<file path="src/rtl/batpu_io_pkg.sv">
// ---------------------------------------------------------------------------
// batpu_io_pkg
// Shared definitions for the data-memory responder of the BatPU core:
//   - byte addresses of the memory-mapped I/O registers (240-255)
//   - RAM depth (everything below the I/O window is plain RAM)
//   - display command codes carried on disp_op
//   - LFSR tap mask and a single-step helper used by lfsr8
// ---------------------------------------------------------------------------
package batpu_io_pkg;

  localparam int unsigned RAM_DEPTH = 240;

  localparam logic [7:0] ADDR_PIXEL_X   = 8'd240;
  localparam logic [7:0] ADDR_PIXEL_Y   = 8'd241;
  localparam logic [7:0] ADDR_DRAW      = 8'd242;
  localparam logic [7:0] ADDR_CLRPIX    = 8'd243;
  localparam logic [7:0] ADDR_PIXEL_IN  = 8'd244;
  localparam logic [7:0] ADDR_SCR_PUSH  = 8'd245;
  localparam logic [7:0] ADDR_SCR_CLR   = 8'd246;
  localparam logic [7:0] ADDR_CHAR_WR   = 8'd247;
  localparam logic [7:0] ADDR_CHAR_PUSH = 8'd248;
  localparam logic [7:0] ADDR_CHAR_CLR  = 8'd249;
  localparam logic [7:0] ADDR_NUM_SET   = 8'd250;
  localparam logic [7:0] ADDR_NUM_HIDE  = 8'd251;
  localparam logic [7:0] ADDR_NUM_SIGN  = 8'd252;
  localparam logic [7:0] ADDR_NUM_USIGN = 8'd253;
  localparam logic [7:0] ADDR_RNG       = 8'd254;
  localparam logic [7:0] ADDR_CTRL      = 8'd255;

  // Taps b7, b5, b4, b3 give a maximal-length (255-state) sequence.
  localparam logic [7:0] LFSR_TAPS = 8'hB8;

  // Display command codes; DISP_NONE doubles as the reset value of disp_op.
  typedef enum logic [2:0] {
    DISP_NONE      = 3'd0,
    DISP_DRAW      = 3'd1,
    DISP_CLRPIX    = 3'd2,
    DISP_SCR_PUSH  = 3'd3,
    DISP_SCR_CLR   = 3'd4,
    DISP_CHAR_WR   = 3'd5,
    DISP_CHAR_PUSH = 3'd6,
    DISP_CHAR_CLR  = 3'd7
  } disp_op_e;

  // One Fibonacci step: shift left, parity of the tapped bits enters at bit 0.
  function automatic logic [7:0] lfsr_next(input logic [7:0] state);
    return {state[6:0], ^(state & LFSR_TAPS)};
  endfunction

endpackage

</file>
<file path="src/rtl/lfsr8.sv">
// ---------------------------------------------------------------------------
// lfsr8
// 8-bit Fibonacci LFSR used as the random-number source at address 254.
// Ports:
//   clk        in   clock, rising edge
//   sync_rst_n in   synchronous active-low reset, loads SEED
//   step       in   advance one state on this edge
//   value_o    out  current LFSR state
// SEED must be non-zero; the all-zero state is a lock-up state.
// ---------------------------------------------------------------------------
module lfsr8
  import batpu_io_pkg::*;
#(
  parameter logic [7:0] SEED = 8'hA5
) (
  input  logic       clk,
  input  logic       sync_rst_n,
  input  logic       step,
  output logic [7:0] value_o
);

  logic [7:0] state_q;
  logic [7:0] state_d;

  // Next state: hold unless asked to step.
  always_comb begin
    state_d = state_q;
    if (step) begin
      state_d = lfsr_next(state_q);
    end
  end

  // State register, reloaded with the seed on reset.
  always_ff @(posedge clk) begin
    if (!sync_rst_n) begin
      state_q <= SEED;
    end else begin
      state_q <= state_d;
    end
  end

  assign value_o = state_q;

endmodule

</file>
<file path="src/rtl/data_mem_responder.sv">
// ---------------------------------------------------------------------------
// data_mem_responder
// Answers the core's data-memory port: addresses 0-239 are a 240x8 RAM,
// 240-255 are memory-mapped display, number-display, RNG and controller I/O.
// Ports:
//   clk, sync_rst_n, clk_en      clock, sync active-low reset, global enable
//   mem_req, mem_we              access request and direction (1 = write)
//   data_address, wr_data        byte address and write data
//   rd_data                      registered read data (latency 1)
//   pixel_x, pixel_y, pixel_in   pixel cursor and the pixel value there
//   disp_stb, disp_op            one-cycle display command strobe and code
//   char_code                    last character written
//   num_value, num_show,
//   num_signed                   number display value, enable, signed mode
//   ctrl_in                      controller buttons
// ---------------------------------------------------------------------------
module data_mem_responder
  import batpu_io_pkg::*;
#(
  parameter logic [7:0] RNG_SEED = 8'hA5
) (
  input  logic       clk,
  input  logic       sync_rst_n,
  input  logic       clk_en,
  input  logic       mem_req,
  input  logic       mem_we,
  input  logic [7:0] data_address,
  input  logic [7:0] wr_data,
  output logic [7:0] rd_data,
  output logic [4:0] pixel_x,
  output logic [4:0] pixel_y,
  input  logic       pixel_in,
  output logic       disp_stb,
  output logic [2:0] disp_op,
  output logic [4:0] char_code,
  output logic [7:0] num_value,
  output logic       num_show,
  output logic       num_signed,
  input  logic [7:0] ctrl_in
);

  // A zero seed would lock the LFSR, so it is promoted to 1.
  localparam logic [7:0] SEED_EFF = (RNG_SEED == 8'h00) ? 8'h01 : RNG_SEED;

  logic       accept;
  logic       wrAcc;
  logic       rdAcc;
  logic       isRam;
  logic [7:0] ioRd;
  logic [7:0] lfsrVal;
  disp_op_e   dispCode;

  logic [7:0] mem_q [0:RAM_DEPTH-1];
  logic [7:0] rd_data_q;
  logic [4:0] pixel_x_q,  pixel_x_d;
  logic [4:0] pixel_y_q,  pixel_y_d;
  logic       disp_stb_q, disp_stb_d;
  disp_op_e   disp_op_q,  disp_op_d;
  logic [4:0] char_q,     char_d;
  logic [7:0] num_val_q,  num_val_d;
  logic       num_show_q, num_show_d;
  logic       num_sgn_q,  num_sgn_d;

  // Reset gates acceptance so an access coinciding with reset is dropped.
  assign accept = sync_rst_n & clk_en & mem_req;
  assign wrAcc  = accept & mem_we;
  assign rdAcc  = accept & ~mem_we;
  assign isRam  = (data_address < 8'(RAM_DEPTH));

  lfsr8 #(.SEED(SEED_EFF)) uLfsr (
    .clk        (clk),
    .sync_rst_n (sync_rst_n),
    .step       (rdAcc && (data_address == ADDR_RNG)),
    .value_o    (lfsrVal)
  );

  // I/O read mux; the RNG read returns the pre-step value.
  always_comb begin
    ioRd = 8'h00;
    case (data_address)
      ADDR_PIXEL_IN: ioRd = {7'b0, pixel_in};
      ADDR_RNG:      ioRd = lfsrVal;
      ADDR_CTRL:     ioRd = ctrl_in;
      default:       ioRd = 8'h00;
    endcase
  end

  // Addresses that issue a display command when written.
  always_comb begin
    dispCode = DISP_NONE;
    case (data_address)
      ADDR_DRAW:      dispCode = DISP_DRAW;
      ADDR_CLRPIX:    dispCode = DISP_CLRPIX;
      ADDR_SCR_PUSH:  dispCode = DISP_SCR_PUSH;
      ADDR_SCR_CLR:   dispCode = DISP_SCR_CLR;
      ADDR_CHAR_WR:   dispCode = DISP_CHAR_WR;
      ADDR_CHAR_PUSH: dispCode = DISP_CHAR_PUSH;
      ADDR_CHAR_CLR:  dispCode = DISP_CHAR_CLR;
      default:        dispCode = DISP_NONE;
    endcase
  end

  // RAM write port; contents deliberately survive reset.
  always_ff @(posedge clk) begin
    if (wrAcc && isRam) begin
      mem_q[data_address] <= wr_data;
    end
  end

  // Read data register with the synchronous RAM read folded in.
  always_ff @(posedge clk) begin
    if (!sync_rst_n) begin
      rd_data_q <= 8'h00;
    end else if (rdAcc) begin
      rd_data_q <= isRam ? mem_q[data_address] : ioRd;
    end
  end

  // Next state of the I/O registers; the strobe defaults low every edge.
  always_comb begin
    pixel_x_d  = pixel_x_q;
    pixel_y_d  = pixel_y_q;
    disp_stb_d = 1'b0;
    disp_op_d  = disp_op_q;
    char_d     = char_q;
    num_val_d  = num_val_q;
    num_show_d = num_show_q;
    num_sgn_d  = num_sgn_q;
    if (wrAcc) begin
      case (data_address)
        ADDR_PIXEL_X:   pixel_x_d = wr_data[4:0];
        ADDR_PIXEL_Y:   pixel_y_d = wr_data[4:0];
        ADDR_CHAR_WR:   char_d    = wr_data[4:0];
        ADDR_NUM_SET: begin
          num_val_d  = wr_data;
          num_show_d = 1'b1;
        end
        ADDR_NUM_HIDE:  num_show_d = 1'b0;
        ADDR_NUM_SIGN:  num_sgn_d  = 1'b1;
        ADDR_NUM_USIGN: num_sgn_d  = 1'b0;
        default: ;
      endcase
      if (dispCode != DISP_NONE) begin
        disp_stb_d = 1'b1;
        disp_op_d  = dispCode;
      end
    end
  end

  // I/O register bank.
  always_ff @(posedge clk) begin
    if (!sync_rst_n) begin
      pixel_x_q  <= 5'd0;
      pixel_y_q  <= 5'd0;
      disp_stb_q <= 1'b0;
      disp_op_q  <= DISP_NONE;
      char_q     <= 5'd0;
      num_val_q  <= 8'h00;
      num_show_q <= 1'b0;
      num_sgn_q  <= 1'b0;
    end else begin
      pixel_x_q  <= pixel_x_d;
      pixel_y_q  <= pixel_y_d;
      disp_stb_q <= disp_stb_d;
      disp_op_q  <= disp_op_d;
      char_q     <= char_d;
      num_val_q  <= num_val_d;
      num_show_q <= num_show_d;
      num_sgn_q  <= num_sgn_d;
    end
  end

  assign rd_data    = rd_data_q;
  assign pixel_x    = pixel_x_q;
  assign pixel_y    = pixel_y_q;
  assign disp_stb   = disp_stb_q;
  assign disp_op    = disp_op_q;
  assign char_code  = char_q;
  assign num_value  = num_val_q;
  assign num_show   = num_show_q;
  assign num_signed = num_sgn_q;

endmodule
</file>
<file path="config.mk">
export PLATFORM = sky130hd
export DESIGN_NAME = data_mem_responder
export DESIGN_NICKNAME = d
export VERILOG_FILES = /design/src/rtl/batpu_io_pkg.sv /design/src/rtl/lfsr8.sv /design/src/rtl/data_mem_responder.sv
export SDC_FILE = /design/constraint.sdc
export NUM_CORES = 2
export LEC_CHECK = 0
export BUFFER_PORTS_ARGS = -buffer_cell sky130_fd_sc_hd__buf_2
export CAP_MARGIN = 20
export CORE_MARGIN = 4
export CORE_UTILIZATION = 28
export CTS_CLUSTER_DIAMETER = 200
export CTS_CLUSTER_SIZE = 28
export DETAILED_ROUTE_END_ITERATION = 8
export GPL_ROUTABILITY_DRIVEN = 0
export PLACE_DENSITY = 0.46
export SYNTH_ARGS = -nofsm -noshare
export SYNTH_HDL_FRONTEND = slang
export SYNTH_SLANG_ARGS = --single-unit
</file>
<file path="constraint.sdc">
create_clock -name clk -period 3.82 [get_ports clk]
set_input_delay 0.764 -clock clk [delete_from_list [all_inputs] [get_ports clk]]
set_output_delay 0.764 -clock clk [all_outputs]
set_load 0.02 [all_outputs]
</file>
# ---- After elaboration in Yosys (flattened, before gate mapping)
# Memory sizes are Yosys's and may differ from the RTL's.
# Cells that the tools add are included.
dict set report classes {
  order_cmp 1
  n_eq_ne 16
  n_reduce_logical 14
  bitwise_logic 5
  n_addsub 0
  n_div 0
  shifts 0
  multipliers 0
  n_mux 8
}
# op n
set ops {}
lappend ops {{8-bit equality test, second input constant} 16}
lappend ops {{8-bit one-hot mux with 3 select lines} 1}
lappend ops {{3-bit one-hot mux with 7 select lines} 1}
lappend ops {{2-bit AND reduction} 8}
lappend ops {{8-bit less-than comparator, second input constant} 1}
lappend ops {{8-bit 2-to-1 mux} 1}
lappend ops {{8-bit XOR reduction} 1}
lappend ops {{1-bit bitwise AND} 4}
lappend ops {{1-bit one-hot mux with 2 select lines} 2}
lappend ops {{2-bit nonzero test} 2}
lappend ops {{1-bit 2-to-1 mux} 3}
lappend ops {{3-bit nonzero test} 1}
lappend ops {{1-bit logical AND} 2}
lappend ops {{1-bit inverter} 1}
dict set report word_totals {
  elab_cells 55
  out_inout_bits 37
  romBits 0
  ramBits 1920
  in_bits 30
  ff_bits 45
  n_memories 1
  latchBits 0
}
# memory depth width read_ports rd_ports_with_merged_regs wr line_no
set memory_table {}
lappend memory_table {mem_q 240 8 1 0 1 data_mem_responder.sv:53} ;# logic [7:0] mem_q [0:RAM_DEPTH-1];

# ---- Longest topological paths before layout
dict set report depth {
  ltp_word 6
  depth_mapped 12
  depth_no_buf 7
}

# ---- Modules after synthesis
# From an unflattened synthesis, not the netlist that was laid out.
dict set report hier_totals {
  cells_unflattened 3745
  hier_area_um2 76129.3
}
# module seq_area_each_um2 cells_per_inst area_each_um2 n_inst
set by_module_without_submodules {}
lappend by_module_without_submodules {data_mem_responder 58396.0 3717 75815.2 1}
lappend by_module_without_submodules {lfsr8 160.2 28 314.1 1}

# ---- Least setup slack after synthesis
# No wires, ideal clock.
dict set report synth_timing {
  path_kind {input to register}
  startpoint {in data_address[2]}
  endpoint {mem mem_q[115][0] (enable)}
  path_slack_ns 0.725
  required_time_ns 3.450
  n_path_buf 6
  arrival_ns 2.724
  path_stages 9
  cell_sequence {buf_2 -> buf_4 -> buf_4 -> buf_2 -> buf_2 -> nor3_1 -> nand3_1 -> clkbuf_1 -> nor2_1}
}
dict set report synth_via {
  elab_chain_len 4
}
# element line_no
set synth_lines {}
lappend synth_lines {{start: declaration} data_mem_responder.sv:27} ;# input logic [7:0] data_address,
lappend synth_lines {{8-bit less-than comparator} data_mem_responder.sv:68} ;# assign isRam = (data_address < 8'(RAM_DEPTH));
lappend synth_lines {{1-bit logical AND} data_mem_responder.sv:105} ;# if (wrAcc && isRam) begin
lappend synth_lines {{1-bit 2-to-1 mux} data_mem_responder.sv:105}
lappend synth_lines {{1-bit 2-to-1 mux (not written as such)} data_mem_responder.sv:106} ;# mem_q[data_address] <= wr_data;
lappend synth_lines {{end: declaration} data_mem_responder.sv:53}
# Several ways; a longest one is shown, not always the timed one.

# ---- Worst setup path after layout
dict set report layout_timing {
  startpoint {in data_address[0]}
  endpoint {reg rd_data_q[1] (netlist: rd_data[1])}
}
dict set report layout_via {
  elab_chain_len 3
  elab_cells_between_ends 7
  cone_classes {order compare (1); eq/ne (3); mux (2); memory (1)}
}
# element line_no
set layout_lines {}
lappend layout_lines {{branches (longest 2 deep; another with memory 240 x 8 bit)} --}
lappend layout_lines {{8-bit 2-to-1 mux (*)} data_mem_responder.sv:115} ;# rd_data_q <= isRam ? mem_q[data_address] : ioRd;
lappend layout_lines {{end signal: assignment} data_mem_responder.sv:115}
lappend layout_lines {{end: declaration} data_mem_responder.sv:54} ;# logic [7:0] rd_data_q;
# Every way passes the cells marked *.
# A chain may end at the register's enable or synchronous reset.

==> impl_metrics.env <==
export IMPL_ir_drop_mv=0.416
export IMPL_antenna_found_initial=10
export IMPL_drive_above_1_share_pct=28.8
export IMPL_boundaryPins=67
export IMPL_cts_root_buf="clkbuf_16"
export IMPL_async_flop_share_pct=0
export IMPL_nets=3977
export IMPL_hold_viol=0
export IMPL_r2r_cells=6
export IMPL_period_minus_slack_ns=3.27
export IMPL_cts_path_max_buffers=3
export IMPL_clkPwrFrac_pct=29.0
export IMPL_synth_warnings=0
export IMPL_endpoint_kind="flop"
export IMPL_syn_to_final_growth_pct=13.7
export IMPL_drc=0
export IMPL_port_buffers=66
export IMPL_setup_viol=0
export IMPL_die_w_um=530
export IMPL_synth_yosys_seq_area_share_pct=76.9
export IMPL_final_cell_mix="edfxtp_1, mux4_2, buf_4"
export IMPL_internal_power_mw=28.5
export IMPL_yosys_most_used_dff="edfxtp_1"
export IMPL_path_max_fanout=31
export IMPL_cts_htree_levels=3
export IMPL_hpwl_um=137000
export IMPL_combPwrFrac_pct=6.1
export IMPL_tightest_slew_ns=1.07
export IMPL_dr_pass1_iters=9
export IMPL_design_area_mm2=0.0866
export IMPL_yosysUniqueCellTypes=49
export IMPL_hold_path_class="in -> reg"
export IMPL_fmax_mhz=306
export IMPL_syn_mean_instance_area_um2=21.5
export IMPL_synth_seq_cells=1965
export IMPL_clock_latency_ns=0.79
export IMPL_cts_made_buffers=80
export IMPL_clkTransAtPathRegs_ns=0.12
export IMPL_core_area_mm2=0.271
export IMPL_start_util_pct=28.1
export IMPL_finalCritPeriodShare_pct=85.5
export IMPL_required_ns=4.52
export IMPL_viasPerCell=4.83
export IMPL_start_kind="input port"
export IMPL_cap_violations=0
export IMPL_routed_wirelength_um=210000
export IMPL_grt_pass1_wl_um=299000
export IMPL_share_seq_of_total_power_pct=64.9
export IMPL_cts_post_setup_buffers_inserted=0
export IMPL_worstHoldStart="sync_rst_n"
export IMPL_p_switching_mw=7.93
export IMPL_min_delay_worst_endpoint="uLfsr.value_o[5]"
export IMPL_setup_slack_ns=0.554
export IMPL_rsz0062_at_grt="false"
export IMPL_ctsHoldBuffers=0
export IMPL_slew_violations=0
export IMPL_skew_ns=0.0748
export IMPL_synth_area_leaders="edfxtp_1, mux4_2, mux2i_1"
export IMPL_slew_headroom_pct=28.3
export IMPL_cts_tree="done"
export IMPL_dieHeight_um=530
export IMPL_synth_top_area_share_pct=75.7
export IMPL_placed_area_mm2=0.0843
export IMPL_hold_depth=3
export IMPL_worst_ep_arrival_time_ns=3.96
export IMPL_syn_area_mm2=0.0762
export IMPL_drt_iter0_markers=3647
export IMPL_grt_overflow=0
export IMPL_rows=191
export IMPL_p_per_area_mw_per_mm2=421
export IMPL_leakage_nw=26.8
export IMPL_yosysTopAreaCell="edfxtp_1"
export IMPL_vias=36472
export IMPL_status="completed"
export IMPL_wl_per_cell_um=27.8
export IMPL_clkSinkCount=1965
export IMPL_synth_net_count=3571
export IMPL_postCtsResizedCells=0
export IMPL_worstSetupPathType="in -> reg"
export IMPL_final_antenna_net_count=0
export IMPL_place_ws_ns=-0.221
export IMPL_r2r_start="mem_q[187][1]"
export IMPL_regToRegEndpoint="rd_data[1]"
export IMPL_synthCells=3541
export IMPL_rrSetupSlack_ns=0.92
export IMPL_die_area_mm2=0.280
export IMPL_layout_commonest_cell="edfxtp_1"
export IMPL_gr_usage_all_layers_pct=14.9
export IMPL_grt_pass1_vias=37768
export IMPL_switching_share_pct=21.8
export IMPL_synth_edf_count=1920
export IMPL_grt_max_degree=153
## cells by family (layout without fill, tap and decap cells)
logic type / after synthesis / in the layout / synth area share, %
xor+xnor: 4 / 4 / 0.0460
buf+inv: 211 / 650 / 1.32
simple gates: 483 / 483 / 2.70
compound gates: 183 / 183 / 1.74
mux: 695 / 695 / 17.3
other cells: 0 / 3 / 0
flops: 1965 / 1965 / 76.9
## cell usage after synthesis (3+ instances only)
| master | n |
|---|---|
| nor2b_1 | 25 |
| buf_6 | 5 |
| clkbuf_1 | 75 |
| edfxtp_1 | 1920 |
| nor4_1 | 6 |
| a221oi_1 | 7 |
| nand3_1 | 49 |
| and3_1 | 3 |
| a22oi_1 | 66 |
| a21oi_1 | 13 |
| o22a_1 | 3 |
| nand2_1 | 68 |
| o21ai_0 | 18 |
| o211ai_1 | 15 |
| and2_1 | 3 |
| xnor2_1 | 3 |
| a221o_1 | 8 |
| inv_1 | 4 |
| nor2_1 | 295 |
| nand2b_1 | 5 |
| nor3_1 | 13 |
| a41oi_1 | 7 |
| mux2i_1 | 191 |
| dfxtp_1 | 45 |
| buf_4 | 14 |
| mux2_2 | 6 |
| o22ai_1 | 29 |
| mux4_2 | 498 |
| and4_1 | 4 |
| o21ba_1 | 7 |
| or3_1 | 3 |
| buf_2 | 97 |
| buf_1 | 14 |
## state kept, by name, indices dropped and copies added, names as in the netlist
register,count
pixel_y,5
disp_op,3
uLfsr.value_o,8
disp_stb,1
num_show,1
char_code,5
num_value,8
rd_data,8
mem_q,1920
pixel_x,5
num_signed,1
## through the flow
stage / TNS [ns] / hold WS, ns / utilization (%) / cells / power [mW]
finish: 0 / 0.395 / 32.0 / 7553 / 36.4
global route: 0 / 0.346 / 32.0 / 7551 / 37.8
CTS: 0 / 0.312 / 32.0 / 7550 / 36.9
detailed placement: -0.600 / 0.474 / 31.1 / 7435 / 26.4
global placement: -0.648 / 0.467 / 31.1 / 7434 / 26.4
floorplan: 0 / 0.445 / - / 3541 / 25.2
## layout make-up
cell class	instances	area (µm²)
Antenna cell	3	7.51
Inverter	6	25.0
Multi-Input combinational cell	1365	16700
Sequential cell	1965	58600
Clock inverter	8	139
Timing Repair Buffer	529	4610
Fill cell	25782	184000
Clock buffer	107	2100
Tap cell	3570	4470
## metal layers
| layer | track usage (%) | vias to the layer above | part of all wire (%) |
|---|---|---|---|
| met2 | 24.5 | 793 | 48 |
| met4 | 3.91 | 0 | 2.8 |
| met5 | 0 | - | 0 |
| met3 | 1.60 | 219 | 3.9 |
| li1 | - | 15403 | - |
| met1 | 21.0 | 20057 | 45 |
## how the worst max path moves through the flow
| stage | start | to | slack, ns | cells past startpoint |
|---|---|---|---|---|
| global placement | data_address[0] | rd_data[1] | -0.26 | 8 |
| finish | data_address[0] | rd_data[1] | 0.55 | 10 |
| detailed placement | data_address[0] | rd_data[1] | -0.22 | 10 |
| floorplan | data_address[2] | mem_q[115][0] | 0.73 | 9 |
| global route | data_address[0] | rd_data[6] | 0.50 | 10 |
| CTS | data_address[0] | rd_data[1] | 0.66 | 10 |
## power by group through the flow
stage / sequential, mW / clock, mW / combinational, mW
global placement: 24.1 / 0 / 2.28
CTS: 23.6 / 11.0 / 2.30
detailed placement: 24.1 / 0 / 2.30
floorplan: 24.1 / 0 / 1.10
global route: 23.6 / 11.7 / 2.38
finish: 23.6 / 10.6 / 2.24
## worst max-delay path: stages
cell and delay (ns):
buf_8 0.20, buf_12 0.29, buf_12 0.30, nor2b_1 0.12, buf_4 0.17, and4_1 0.32
a221o_1 0.42, nor3_1 0.69, o211ai_1 0.33, o21ba_1 0.27
(Power assumes the default switching activity.)
